$ cat config.mk
export PLATFORM = sky130hd
export DESIGN_NAME = ifm_out_fsm
export DESIGN_NICKNAME = d
export VERILOG_FILES = /design/src/rtl/ifm_out_fsm.sv
export SDC_FILE = /design/constraint.sdc
export NUM_CORES = 1
export LEC_CHECK = 0
export ABC_AREA = 0
export BUFFER_PORTS_ARGS = -buffer_cell sky130_fd_sc_hd__buf_2
export CAP_MARGIN = 20
export CORE_MARGIN = 2
export CORE_UTILIZATION = 51
export CTS_CLUSTER_SIZE = 28
export DETAILED_ROUTE_END_ITERATION = 12
export PLACE_DENSITY = 0.77
export SLEW_MARGIN = 20
export SYNTH_ARGS = -nofsm -noshare
export SYNTH_HDL_FRONTEND = slang
export SYNTH_SLANG_ARGS = --single-unit
$ cat constraint.sdc
create_clock -name s2mm_clk -period 3.01 [get_ports s2mm_clk]
set_input_delay 0.301 -clock s2mm_clk [delete_from_list [all_inputs] [get_ports s2mm_clk]]
set_output_delay 0.301 -clock s2mm_clk [all_outputs]
set_load 0.01 [all_outputs]
$ cat src/rtl/ifm_out_fsm.sv
`default_nettype none
`timescale 1ns/1ps
// ============================================================================
// Module      : ifm_out_fsm
// Description : Receive-path egress stage of the 10G Ethernet core. Pairs the
//               status byte of each frame (info FIFO) with that frame's beats
//               (data FIFO). Good frames are replayed onto the S2MM AXI-Stream
//               master; errored frames are drained silently. Reports the byte
//               length of each forwarded frame plus good/bad frame counters.
// Revision    : 1.0 - initial release
// ----------------------------------------------------------------------------
// Ports
//   s2mm_clk          in   clock, all logic on rising edge
//   s2mm_resetn       in   asynchronous active-low reset
//   data_fifo_rdata   in   FWFT head: [63:0] data, [71:64] keep, [72] last
//   data_fifo_empty   in   data FIFO empty
//   data_fifo_rden    out  pop data head this cycle (combinational)
//   info_fifo_rdata   in   FWFT head status, bit0 = frame good
//   info_fifo_empty   in   info FIFO empty
//   info_fifo_rden    out  pop info head this cycle (combinational)
//   s2mm_t*           out  registered AXI-Stream master (tdata/tkeep/tlast/tvalid)
//   s2mm_tready       in   downstream ready
//   frame_len         out  byte length of the last forwarded good frame
//   frame_len_valid   out  one-cycle pulse when frame_len updates
//   good_frames       out  wrapping count of forwarded frames
//   bad_frames        out  wrapping count of dropped frames
//   ifm_out_fsm_dbg   out  {2'b00, state}
// ============================================================================
module ifm_out_fsm (
  input  logic        s2mm_clk,
  input  logic        s2mm_resetn,
  input  logic [72:0] data_fifo_rdata,
  input  logic        data_fifo_empty,
  output logic        data_fifo_rden,
  input  logic [7:0]  info_fifo_rdata,
  input  logic        info_fifo_empty,
  output logic        info_fifo_rden,
  output logic [63:0] s2mm_tdata,
  output logic [7:0]  s2mm_tkeep,
  output logic        s2mm_tlast,
  output logic        s2mm_tvalid,
  input  logic        s2mm_tready,
  output logic [15:0] frame_len,
  output logic        frame_len_valid,
  output logic [31:0] good_frames,
  output logic [31:0] bad_frames,
  output logic [3:0]  ifm_out_fsm_dbg
);

  typedef enum logic [1:0] {
    S_IDLE = 2'd0,
    S_PASS = 2'd1,
    S_DROP = 2'd2
  } state_t;

  state_t      r_state;
  state_t      w_state_next;

  logic        r_popped_last;
  logic [15:0] r_len_acc;

  logic        w_load;
  logic        w_pass_entry;
  logic        w_pass_done;
  logic        w_drop_last;
  logic [3:0]  w_beat_bytes;
  logic [16:0] w_len_sum;
  logic [15:0] w_len_next;
  logic [1:0]  w_state_bits;
  logic        w_unused_info;

  // Status bits [7:1] carry no meaning for this stage.
  assign w_unused_info = ^info_fifo_rdata[7:1];

  function automatic logic [3:0] f_popcount(input logic [7:0] v);
    logic [3:0] cnt;
    cnt = 4'd0;
    for (int i = 0; i < 8; i++) begin
      cnt = cnt + {3'd0, v[i]};
    end
    return cnt;
  endfunction

  // --------------------------------------------------------------------------
  // State register
  // --------------------------------------------------------------------------
  always_ff @(posedge s2mm_clk or negedge s2mm_resetn) begin
    if (!s2mm_resetn) begin
      r_state <= S_IDLE;
    end else begin
      r_state <= w_state_next;
    end
  end

  // --------------------------------------------------------------------------
  // Next state and FIFO pop strobes
  // --------------------------------------------------------------------------
  always_comb begin
    w_state_next   = r_state;
    info_fifo_rden = 1'b0;
    data_fifo_rden = 1'b0;
    w_load         = 1'b0;
    w_pass_entry   = 1'b0;
    w_pass_done    = 1'b0;
    w_drop_last    = 1'b0;
    case (r_state)
      S_IDLE: begin
        if (!info_fifo_empty) begin
          info_fifo_rden = 1'b1;
          if (info_fifo_rdata[0]) begin
            w_state_next = S_PASS;
            w_pass_entry = 1'b1;
          end else begin
            w_state_next = S_DROP;
          end
        end
      end
      S_PASS: begin
        // Single-stage skid-less output: refill only when the register is
        // empty or being consumed, and never past the frame's last beat.
        w_load         = ~r_popped_last & ~data_fifo_empty &
                         (~s2mm_tvalid | s2mm_tready);
        data_fifo_rden = w_load;
        if (s2mm_tvalid & s2mm_tready & s2mm_tlast) begin
          w_pass_done  = 1'b1;
          w_state_next = S_IDLE;
        end
      end
      S_DROP: begin
        data_fifo_rden = ~data_fifo_empty;
        if (~data_fifo_empty & data_fifo_rdata[72]) begin
          w_drop_last  = 1'b1;
          w_state_next = S_IDLE;
        end
      end
      default: begin
        w_state_next = S_IDLE;
      end
    endcase
  end

  // Bytes contributed by the beat being loaded: full word unless it is the
  // last beat, where keep tells how many lanes are valid.
  assign w_beat_bytes = data_fifo_rdata[72] ? f_popcount(data_fifo_rdata[71:64]) : 4'd8;
  assign w_len_sum    = {1'b0, r_len_acc} + {13'd0, w_beat_bytes};
  assign w_len_next   = w_len_sum[16] ? 16'hFFFF : w_len_sum[15:0];

  // --------------------------------------------------------------------------
  // Output register, length accumulator and statistics
  // --------------------------------------------------------------------------
  always_ff @(posedge s2mm_clk or negedge s2mm_resetn) begin
    if (!s2mm_resetn) begin
      r_popped_last   <= 1'b0;
      r_len_acc       <= 16'd0;
      s2mm_tdata      <= 64'd0;
      s2mm_tkeep      <= 8'd0;
      s2mm_tlast      <= 1'b0;
      s2mm_tvalid     <= 1'b0;
      frame_len       <= 16'd0;
      frame_len_valid <= 1'b0;
      good_frames     <= 32'd0;
      bad_frames      <= 32'd0;
    end else begin
      frame_len_valid <= 1'b0;

      if (w_pass_entry) begin
        r_popped_last <= 1'b0;
        r_len_acc     <= 16'd0;
      end

      if (w_load) begin
        s2mm_tdata  <= data_fifo_rdata[63:0];
        s2mm_tkeep  <= data_fifo_rdata[71:64];
        s2mm_tlast  <= data_fifo_rdata[72];
        s2mm_tvalid <= 1'b1;
        r_len_acc   <= w_len_next;
        if (data_fifo_rdata[72]) begin
          r_popped_last <= 1'b1;
        end
      end else if (s2mm_tready) begin
        s2mm_tvalid <= 1'b0;
      end

      // The last beat was loaded at least one cycle earlier, so the
      // accumulator already holds the full frame length here.
      if (w_pass_done) begin
        frame_len       <= r_len_acc;
        frame_len_valid <= 1'b1;
        good_frames     <= good_frames + 32'd1;
      end

      if (w_drop_last) begin
        bad_frames <= bad_frames + 32'd1;
      end
    end
  end

  assign w_state_bits    = r_state;
  assign ifm_out_fsm_dbg = {2'b00, w_state_bits};

endmodule
`default_nettype wire

# ---- After elaboration in Yosys (flattened, before gate mapping)
# Index checks and enable logic that the tools add are counted.
dict set report classes {
  addsub 10
  n_eq_ne 5
  muxes 26
  bitwise 9
  n_reduce_logical 4
}
# operator n
set op_table {}
lappend op_table {{adder 32 x 1 -> 32 bit (second input constant)} 2}
lappend op_table {{two-way mux 16 bit} 3}
lappend op_table {{adder 16 x 4 -> 17 bit} 1}
lappend op_table {{adder 4 x 1 -> 4 bit} 4}
lappend op_table {{two-way mux 1 bit} 16}
lappend op_table {{two-way mux 2 bit} 4}
lappend op_table {{!= test 2 bit (second input constant)} 3}
lappend op_table {{one-hot mux 2 bit (3 select lines)} 1}
lappend op_table {{bitwise AND 1 bit} 5}
lappend op_table {{adder 3 x 1 -> 4 bit} 1}
lappend op_table {{two-way mux 4 bit} 1}
lappend op_table {{nonzero test 2 bit} 2}
lappend op_table {{adder 2 x 1 -> 3 bit} 1}
lappend op_table {{inverter 1 bit} 3}
lappend op_table {{AND reduction 3 bit} 1}
lappend op_table {{adder 1 x 1 -> 2 bit} 1}
lappend op_table {{equality test 2 x 1 -> 1 bit (second input constant)} 1}
lappend op_table {{equality test 2 bit (second input constant)} 1}
lappend op_table {{zero test 2 bit} 1}
lappend op_table {{one-hot mux 1 bit (2 select lines)} 1}
lappend op_table {{OR 1 bit} 1}
dict set report totals {
  reg_bits 174
  output_inout_bits 161
  wordCells 65
}

# ---- Depth between registers and ports, before layout
# Gate-level depths: netlist of the first run.
dict set report logic_depth {
  depth_word 11
  ltp_mapped 15
}

# ---- Worst setup path after synthesis of the first run
# OpenSTA, ideal clock, no wires.
dict set report synth_timing {
  kind {input to register}
  from {input data_fifo_rdata[64]}
  to {register r_len_acc[13]}
  t_arrival_ns 4.140
  slack_ns -1.253
  stages 14
  cell_sequence {inv_1 > fa_1 > fa_1 > fa_1 > inv_1 > ha_1 > fa_1 > and2_1 > fa_1 > a21o_1 > a21o_1 > a21oi_1 > nand2_1 > o221a_2}
}
dict set report synth_via {
  elab_chain_cells 11
}
# element line
set synth_lines {}
lappend synth_lines {{start, declared} 32} ;# input logic [72:0] data_fifo_rdata,
lappend synth_lines {{adder 1 x 1 -> 2 bit} 79} ;# cnt = cnt + {3'd0, v[i]};
lappend synth_lines {{adder 2 x 1 -> 3 bit} 79}
lappend synth_lines {{adder 3 x 1 -> 4 bit} 79}
lappend synth_lines {{adder 4 x 1 -> 4 bit (4 in series)} 79}
lappend synth_lines {{two-way mux 4 bit} 144} ;# assign w_beat_bytes = data_fifo_rdata[72] ? f_popcount(data_fifo_rdata[71:64]) : 4'd8;
lappend synth_lines {{adder 16 x 4 -> 17 bit} 145} ;# assign w_len_sum = {1'b0, r_len_acc} + {13'd0, w_beat_bytes};
lappend synth_lines {{two-way mux 16 bit} 146} ;# assign w_len_next = w_len_sum[16] ? 16'hFFFF : w_len_sum[15:0];
lappend synth_lines {{two-way mux 16 bit} 171} ;# if (w_load) begin
lappend synth_lines {{end signal, assigned} 176} ;# r_len_acc <= w_len_next;
lappend synth_lines {{end, declared} 60} ;# logic [15:0] r_len_acc;
# Every way passes these cells.
# A chain may end at the register's enable or synchronous reset.

# ---- Worst setup path in the final report of the first run
dict set report layout_timing {
  from {input data_fifo_rdata[65]}
  to {register r_len_acc[7]}
}
# The elaborated chain is that of the path after synthesis.

==> flow_summary_export.csv, run 1 <==
group,metric,value,unit
critical_path,cp.required,3330,ps
drt,vias,6414,
min_path,holdCritPathClass,"input pin to flop",
logic_synthesis,async_flop_share,100,%
timing,min_period_over_period,122,%
logic_synthesis,ys_ff_latch,174,
placed_design,gp_congestion,0.836,
status,violations,"negative setup slack",
clock_tree,clock_latency,430,ps
clock_tree,clock_path_buffers,2,
drt,drtIter0Drc,478,
status,outcome,"complete, but fails checks",
drt,vias_per_cell,5.23,
critical_path,cp-endpoint,"r_len_acc[7]$_DFFE_PN0P_",
logic_synthesis,seq_area_frac_synth,56.9,%
power_and_ir_drop,worst_ir_drop_vdd,0.000452,V
timing,finalSetupViolations,16,
timing,finalHoldViolations,0,
clock_tree,cts_root_buffer,"clkbuf_16",
global_route,overflow,0,
timing,fin_skew,13.1,ps
critical_path,timing.rr.end,"s2mm_tkeep[3]$_DFFE_PN0P_",
clock_tree,cts_tree,"built",
critical_path,crit_path_end_kind,"flop",
critical_path,crit_start,"data_fifo_rdata[65]",
timing,fin_setup_tns,-9390,ps
logic_synthesis,synth_enable_flop_cells,0,
final_layout,nFillCells,1131,
final_layout,fin_area,9970,µm²
logic_synthesis,synth_area_per_cell,9.91,µm²
global_route,grt_first_pass_wirelength,31.7,mm
critical_path,crit_type,"input pin to flop",
critical_path,crit_slowest_cell,"fa_1",
critical_path,rrSetupSlack,740,ps
critical_path,path_depth,15,
logic_synthesis,synthesis.area,7650,µm²
drt,drc,0,
timing,report.final.slew_viol_count,0,
drt,avgRoutedWirePerCell,15.7,µm
die,rows,44,
die,die_area,16000,µm²
clock_tree,h-tree-depth,4,
placed_design,dpl-instance-area,9220,µm²
critical_path,crit_path_start_kind,"input pin",
power_and_ir_drop,p_int,0.00520,W
critical_path,critPathMaxFanout,4,
global_route,grt_pass1_vias,6437,
critical_path,crit_family,"adder cells",
power_and_ir_drop,p_switching,0.00263,W
timing,tightest_slew,805,ps
timing,setup_slack,-665,ps
logic_synthesis,synth_warnings,0,
die,coreArea,14600,µm²
final_layout,diodes,0,
power_and_ir_drop,p_leak,5.48,nW
final_layout,drive_gt1_share,32.1,%
final_layout,final_nets,1132,
clock_tree,cts_buffers,17,
die,initial_core_util,52.5,%
die,die_h,126,µm
power_and_ir_drop,p_clk_share,29.2,%
critical_path,worstReg2RegStart,"r_state[1]$_DFFE_PN0P_",
run,max-cap-violations,0,
clock_tree,cts.reportedPaths.clkPinSlew,70,ps
drt,drt-pass1-iter-count,5,
power_and_ir_drop,combPwrFrac,29.6,%
logic_synthesis,synth.distinct_cells,56,
power_and_ir_drop,seqPwrFrac,41.2,%
placed_design,io_buffer_count,237,
timing,whs,53.6,ps
critical_path,crit_top_cell,"fa_1",
final_layout,area_delta_synth_final,30.3,%
timing,min_period,3670,ps
critical_path,path_buf_inv,3,
global_route,antenna_found_initial,1,
critical_path,cp.arrival,3990,ps
logic_synthesis,netlist_instances,772,
global_route,grt_max_degree,82,
timing,grt_setup_unrepaired,"yes",
logic_synthesis,synth_flop_cell,"dfrtp_1",
drt,ant_nets,0,
timing,slew_headroom,46.4,%
critical_path,path_cells,"buf_8 -> inv_4 -> fa_1 -> fa_1 -> fa_1 -> inv_1 -> ha_2 -> fa_2 -> and2_4 -> fa_2 -> a21o_1 -> a21o_4 -> a21oi_4 -> nand2_1 -> o221a_2",
critical_path,worst_path_largest_cell_delay,550,ps
timing,clock.fmax,272,MHz
drt,wirelength,19.2,mm
die,ios,247,
power_and_ir_drop,powerDensity,785,nW/µm²
global_route,grt.total_usage,24.7,%
clock_tree,cts_sinks,174,
die,fp.dieW,126,µm
placed_design,hpwl,13.3,mm
critical_path,reg2reg_depth,6,
power_and_ir_drop,p_sw_share,33.6,%
## metal layers
metal | vias up | part of all wire (%) | track usage (%)
met3 | 49 | 7.6 | 6.54
li1 | 3050 | - | -
met2 | 269 | 48 | 39.9
met4 | 2 | 2.9 | 9.63
met5 | - | 0.089 | 0
met1 | 3044 | 41 | 31.9
## flip-flops by register name, summed over array words and instances, names as in the netlist
signal / count
s2mm_tlast: 1
r_state: 2
frame_len_valid: 1
s2mm_tdata: 64
bad_frames: 32
s2mm_tvalid: 1
s2mm_tkeep: 8
frame_len: 16
r_popped_last: 1
good_frames: 32
r_len_acc: 16
## layout make-up
type / count / area [µm²] / area share (%)
Clock inverter: 12 / 158 / 1.58
Multi-Input combinational cell: 550 / 3230 / 32.4
Inverter: 23 / 96.3 / 0.966
Tap cell: 184 / 230 / 2.31
Clock buffer: 20 / 457 / 4.58
Sequential cell: 174 / 4350 / 43.7
Timing Repair Buffer: 263 / 1450 / 14.5
## metrics by stage
stage                     std cells  setup slack (ps)  total power (W)  util [%]
after global routing           1226              -772          0.00831      68.4
after detailed placement       1189             -1220          0.00541      63.2
after global placement         1189             -1160          0.00534      63.2
final                          1226              -665          0.00783      68.4
after floorplan                 773              -911          0.00441         -
after CTS                      1222              -623          0.00777      67.9
## worst min-delay path, delay by kind of cell
family / cells / cell delay [ps]
buffers and inverters: 1 / 70
AND/OR/NAND/NOR: 2 / 80
## layout by cell type (no fill, tap or decap), types with 3 or more instances in the layout
cell,synthesis,final
nand2_1,288,287
buf_2,1,234
dfrtp_1,174,174
xnor2_1,47,47
nand3_1,26,26
inv_1,23,20
buf_4,2,19
xor2_1,18,18
clkbuf_16,0,17
nor2_1,15,15
nand4_1,15,15
a21oi_1,16,11
o21ai_0,15,11
and3_1,10,10
ha_1,12,10
and4_1,7,7
nor3_1,7,7
buf_6,1,6
and2_1,7,5
nor2b_1,5,4
nor4_4,3,3
nand2b_1,3,3
nor4_1,4,3
a31oi_1,4,3
o21ai_1,0,3
a21oi_2,0,3
fa_1,5,3
bufinv_16,0,3
clkinvlp_4,0,3
inv_6,0,3
## power by group through the flow
stage	logic [W]	registers [W]	clock network, W
after floorplan	0.000978	0.00343	0
after global placement	0.00212	0.00322	0
after detailed placement	0.00218	0.00322	0
after CTS	0.00224	0.00322	0.00232
after global routing	0.00259	0.00329	0.00243
final	0.00232	0.00322	0.00229
## worst min-delay path by stage
| stage | start | endpoint | slack [ps] | cells after the start |
|---|---|---|---|---|
| floorplan | s2mm_resetn | bad_frames[0]$_DFFE_PN0P_ | 5 | 0 |
| global placement | s2mm_resetn | frame_len_valid$_DFF_PN0_ | 340 | 1 |
| detailed placement | s2mm_resetn | frame_len[11]$_DFFE_PN0P_ | 340 | 1 |
| CTS | data_fifo_rdata[46] | s2mm_tdata[46]$_DFFE_PN0P_ | 40 | 3 |
| global route | data_fifo_rdata[7] | s2mm_tdata[7]$_DFFE_PN0P_ | 50 | 3 |
| finish | data_fifo_rdata[63] | s2mm_tdata[63]$_DFFE_PN0P_ | 50 | 3 |
## cell usage after synthesis, types with 2 or more instances
master,number,area (µm²)
a211oi_1,2,15.0
nor2b_1,5,31.3
nor3b_1,2,15.0
buf_4,2,15.0
nor3_1,7,35.0
o21bai_1,2,15.0
and4_1,7,61.3
nand3_1,26,130
xor2_1,18,158
nand2_1,288,1080
and3_1,10,62.6
a21oi_1,16,80.1
xnor2_1,47,412
a41oi_1,2,17.5
nor4_1,4,25.0
a21o_1,3,22.5
ha_1,12,150
nand4_1,15,93.8
fa_1,5,100
clkbuf_1,22,82.6
nor3_2,2,20.0
nand4_2,2,25.0
nor4_4,3,63.8
o211a_1,2,20.0
dfrtp_1,174,4350
nor2_1,15,56.3
inv_1,23,86.3
a311oi_1,2,17.5
and2_1,7,43.8
nand2b_1,3,18.8
a31oi_1,4,25.0
o21ai_0,15,75.1
o221a_2,2,22.5
## repair_timing
item / 4_1_cts / 5_1_grt
hold buffers: 1 / 0
resized for setup: 14 / 11
endpoints found under the setup margin: 16 / 16
hold endpoints to repair: 68 / 0
setup buffers: 1 / 4
pin swaps: 10 / 8
## cells by family (layout without fill, tap and decap cells)
family,Yosys count,count (layout),share of synthesized area [%]
adder cells (fa/ha/maj),17,17,3.27
AND/OR/NAND/NOR,407,407,24.6
other,1,2,0.0490
AO/OA/AOI/OAI,58,58,4.94
XOR/XNOR,65,65,7.44
buffers and inverters,49,318,2.62
multiplexers,1,1,0.147
flip-flops,174,174,56.9
(Power assumes the default switching activity.)
==> run 2: changes to the inputs <==
==> constraint.sdc (replaced) <==
create_clock -name s2mm_clk -period 3.01 [get_ports s2mm_clk]
set_input_delay 0.1505 -clock s2mm_clk [delete_from_list [all_inputs] [get_ports s2mm_clk]]
set_output_delay 0.1505 -clock s2mm_clk [all_outputs]
set_load 0.01 [all_outputs]
==> flow_summary_export.csv, run 2 (same netlist as run 1, synthesis figures left out) <==
group,metric,value,unit
final_layout,largestRegisters,"s2mm_tdata (64), bad_frames (32), good_frames (32)",
placed_design,gp_congestion,0.842,
status,outcome,"complete, but fails checks",
drt,vias_per_cell,5.24,
timing,fin_setup_tns,-6480,ps
drt,ant_nets,0,
clock_tree,clock_path_buffers,2,
clock_tree,clock_latency,440,ps
timing,tightest_slew,808,ps
die,die_area,16000,µm²
final_layout,final_cell_mix,"nand2_1, buf_2, dfrtp_1",
timing,whs,9.71,ps
global_route,grt_pass1_vias,7018,
global_route,grt_max_degree,82,
die,coreArea,14600,µm²
clock_tree,cts.reportedPaths.clkPinSlew,60,ps
die,initial_core_util,52.5,%
clock_tree,cts_root_buffer,"clkbuf_16",
final_layout,nFillCells,916,
power_and_ir_drop,total_power,0.00825,W
critical_path,crit_slowest_cell,"fa_1",
clock_tree,cts_buffers,17,
timing,grt_setup_unrepaired,"yes",
final_layout,final_nets,1201,
drt,drtIter0Drc,471,
global_route,overflow,0,
global_route,grt.total_usage,27.4,%
timing,clock.fmax,282,MHz
drt,wirelength,21.4,mm
critical_path,crit_top_cell,"fa_1",
critical_path,cp.arrival,3810,ps
die,ios,247,
final_layout,area_delta_synth_final,41.0,%
drt,drc,0,
final_layout,largest_reg_flops,64,
critical_path,worst_path_largest_cell_delay,540,ps
status,violations,"negative setup slack",
timing,finalSetupViolations,16,
drt,avgRoutedWirePerCell,16.5,µm
timing,finalHoldViolations,0,
critical_path,path_cells,"buf_6 -> inv_4 -> fa_1 -> fa_1 -> fa_1 -> inv_1 -> ha_2 -> fa_2 -> and2_4 -> fa_2 -> a21o_1 -> a21o_4 -> a21oi_4 -> buf_6 -> a41oi_2",
placed_design,dp_slack,-1060,ps
placed_design,place_inst,1188,
final_layout,largest_register,"s2mm_tdata",
final_layout,fin_cells,1294,
power_and_ir_drop,worst_ir_drop_vdd,0.000476,V
timing,report.final.slew_viol_count,0,
final_layout,layout_commonest_cell,"nand2_1",
power_and_ir_drop,p_leak,5.83,nW
critical_path,crit_path_start_kind,"input pin",
die,fp.dieW,126,µm
critical_path,critPathMaxFanout,4,
global_route,grt_first_pass_wirelength,35.0,mm
timing,slew_headroom,46.1,%
timing,min_period_over_period,118,%
clock_tree,h-tree-depth,4,
drt,drt-pass1-iter-count,5,
clock_tree,cts_sinks,174,
clock_tree,cts_tree,"built",
critical_path,crit_type,"input pin to flop",
critical_path,cp.required,3280,ps
die,die_h,126,µm
min_path,holdCritPathClass,"input pin to flop",
final_layout,diodes,0,
drt,vias,6780,
power_and_ir_drop,powerDensity,765,nW/µm²
timing,setup_slack,-530,ps
critical_path,crit_path_end_kind,"flop",
placed_design,hpwl,13.3,mm
global_route,antenna_found_initial,0,
final_layout,drive_gt1_share,30.6,%
run,max-cap-violations,0,
timing,min_period,3540,ps
placed_design,io_buffer_count,237,
timing,fin_skew,10.6,ps
die,rows,44,
[run 2: changes by cell type in the layout (fill, tap and decap cells not counted), sizes merged]
cell         before  now
dlygate4sd3       1   69
bufinv            3    6
inv              26   24
clkbuf           20   22
buf             262  263
clkinvlp          3    0
clkinv            3    2
[run 2: final timing paths]
kind	startpoint	endpoint	slack, ps	cells after the start
max	data_fifo_rdata[65]	r_len_acc[5]$_DFFE_PN0P_	-530	15
min in group asynchronous	s2mm_resetn	frame_len_valid$_DFF_PN0_	280	2
min	data_fifo_rdata[64]	s2mm_tkeep[0]$_DFFE_PN0P_	10	3
min reg2reg	good_frames[31]$_DFFE_PN0P_	good_frames[31]$_DFFE_PN0P_	460	1
max in group asynchronous	s2mm_resetn	s2mm_tdata[53]$_DFFE_PN0P_	1770	3
max reg2reg	r_state[1]$_DFFE_PN0P_	s2mm_tkeep[1]$_DFFE_PN0P_	240	7
[run 2: cell type report]
| type | instances | area (µm²) | share of cell area, % |
|---|---|---|---|
| clock buffers | 22 | 464 | 4.30 |
| multi-input cells | 550 | 3290 | 30.5 |
| inverters | 23 | 96.3 | 0.893 |
| flip-flops and latches | 174 | 4350 | 40.4 |
| repair buffers | 332 | 2150 | 19.9 |
| well taps | 184 | 230 | 2.13 |
| clock inverters | 9 | 206 | 1.91 |
[run 2: power breakdown]
| group | leakage, nW | total [W] | switching (W) | internal, W |
|---|---|---|---|---|
| combinational | 3.19 | 0.00249 | 0.00144 | 0.00105 |
| sequential | 2.31 | 0.00325 | 0.000381 | 0.00287 |
| clock | 0.325 | 0.00250 | 0.000903 | 0.00160 |
[run 2: critical path, delay by kind of cell]
kind	cells	cell delay [ps]
AOI/OAI and AO/OA	4	810
adders and majority gates	6	2380
buffers and inverters	4	310
and+or+nand+nor	1	160
[run 2: layer usage]
layer  global-route usage [%]  wire length (µm)  vias to the layer above
li1                         -                 -                     3186
met1                     34.1              8540                     3264
met2                     46.1             10600                      279
met3                     6.54              1560                       51
met4                     11.7               637                        0
met5                        0                 0                        -
[run 2: stage by stage]
| step | instance area (µm²) | utilization (%) |
|---|---|---|
| 2_1_floorplan | 7720 | - |
| 3_3_place_gp | 9210 | 63.1 |
| 3_5_place_dp | 9210 | 63.1 |
| 4_1_cts | 10700 | 73.2 |
| 5_1_grt | 10800 | 73.9 |
| 6_report | 10800 | 73.9 |
[run 2: what timing repair did]
action,CTS,global route
setup buffers,4,3
pin swaps,12,12
hold endpoints to repair,132,0
hold buffers,69,0
gates resized for setup,18,20
setup endpoints to repair,16,16
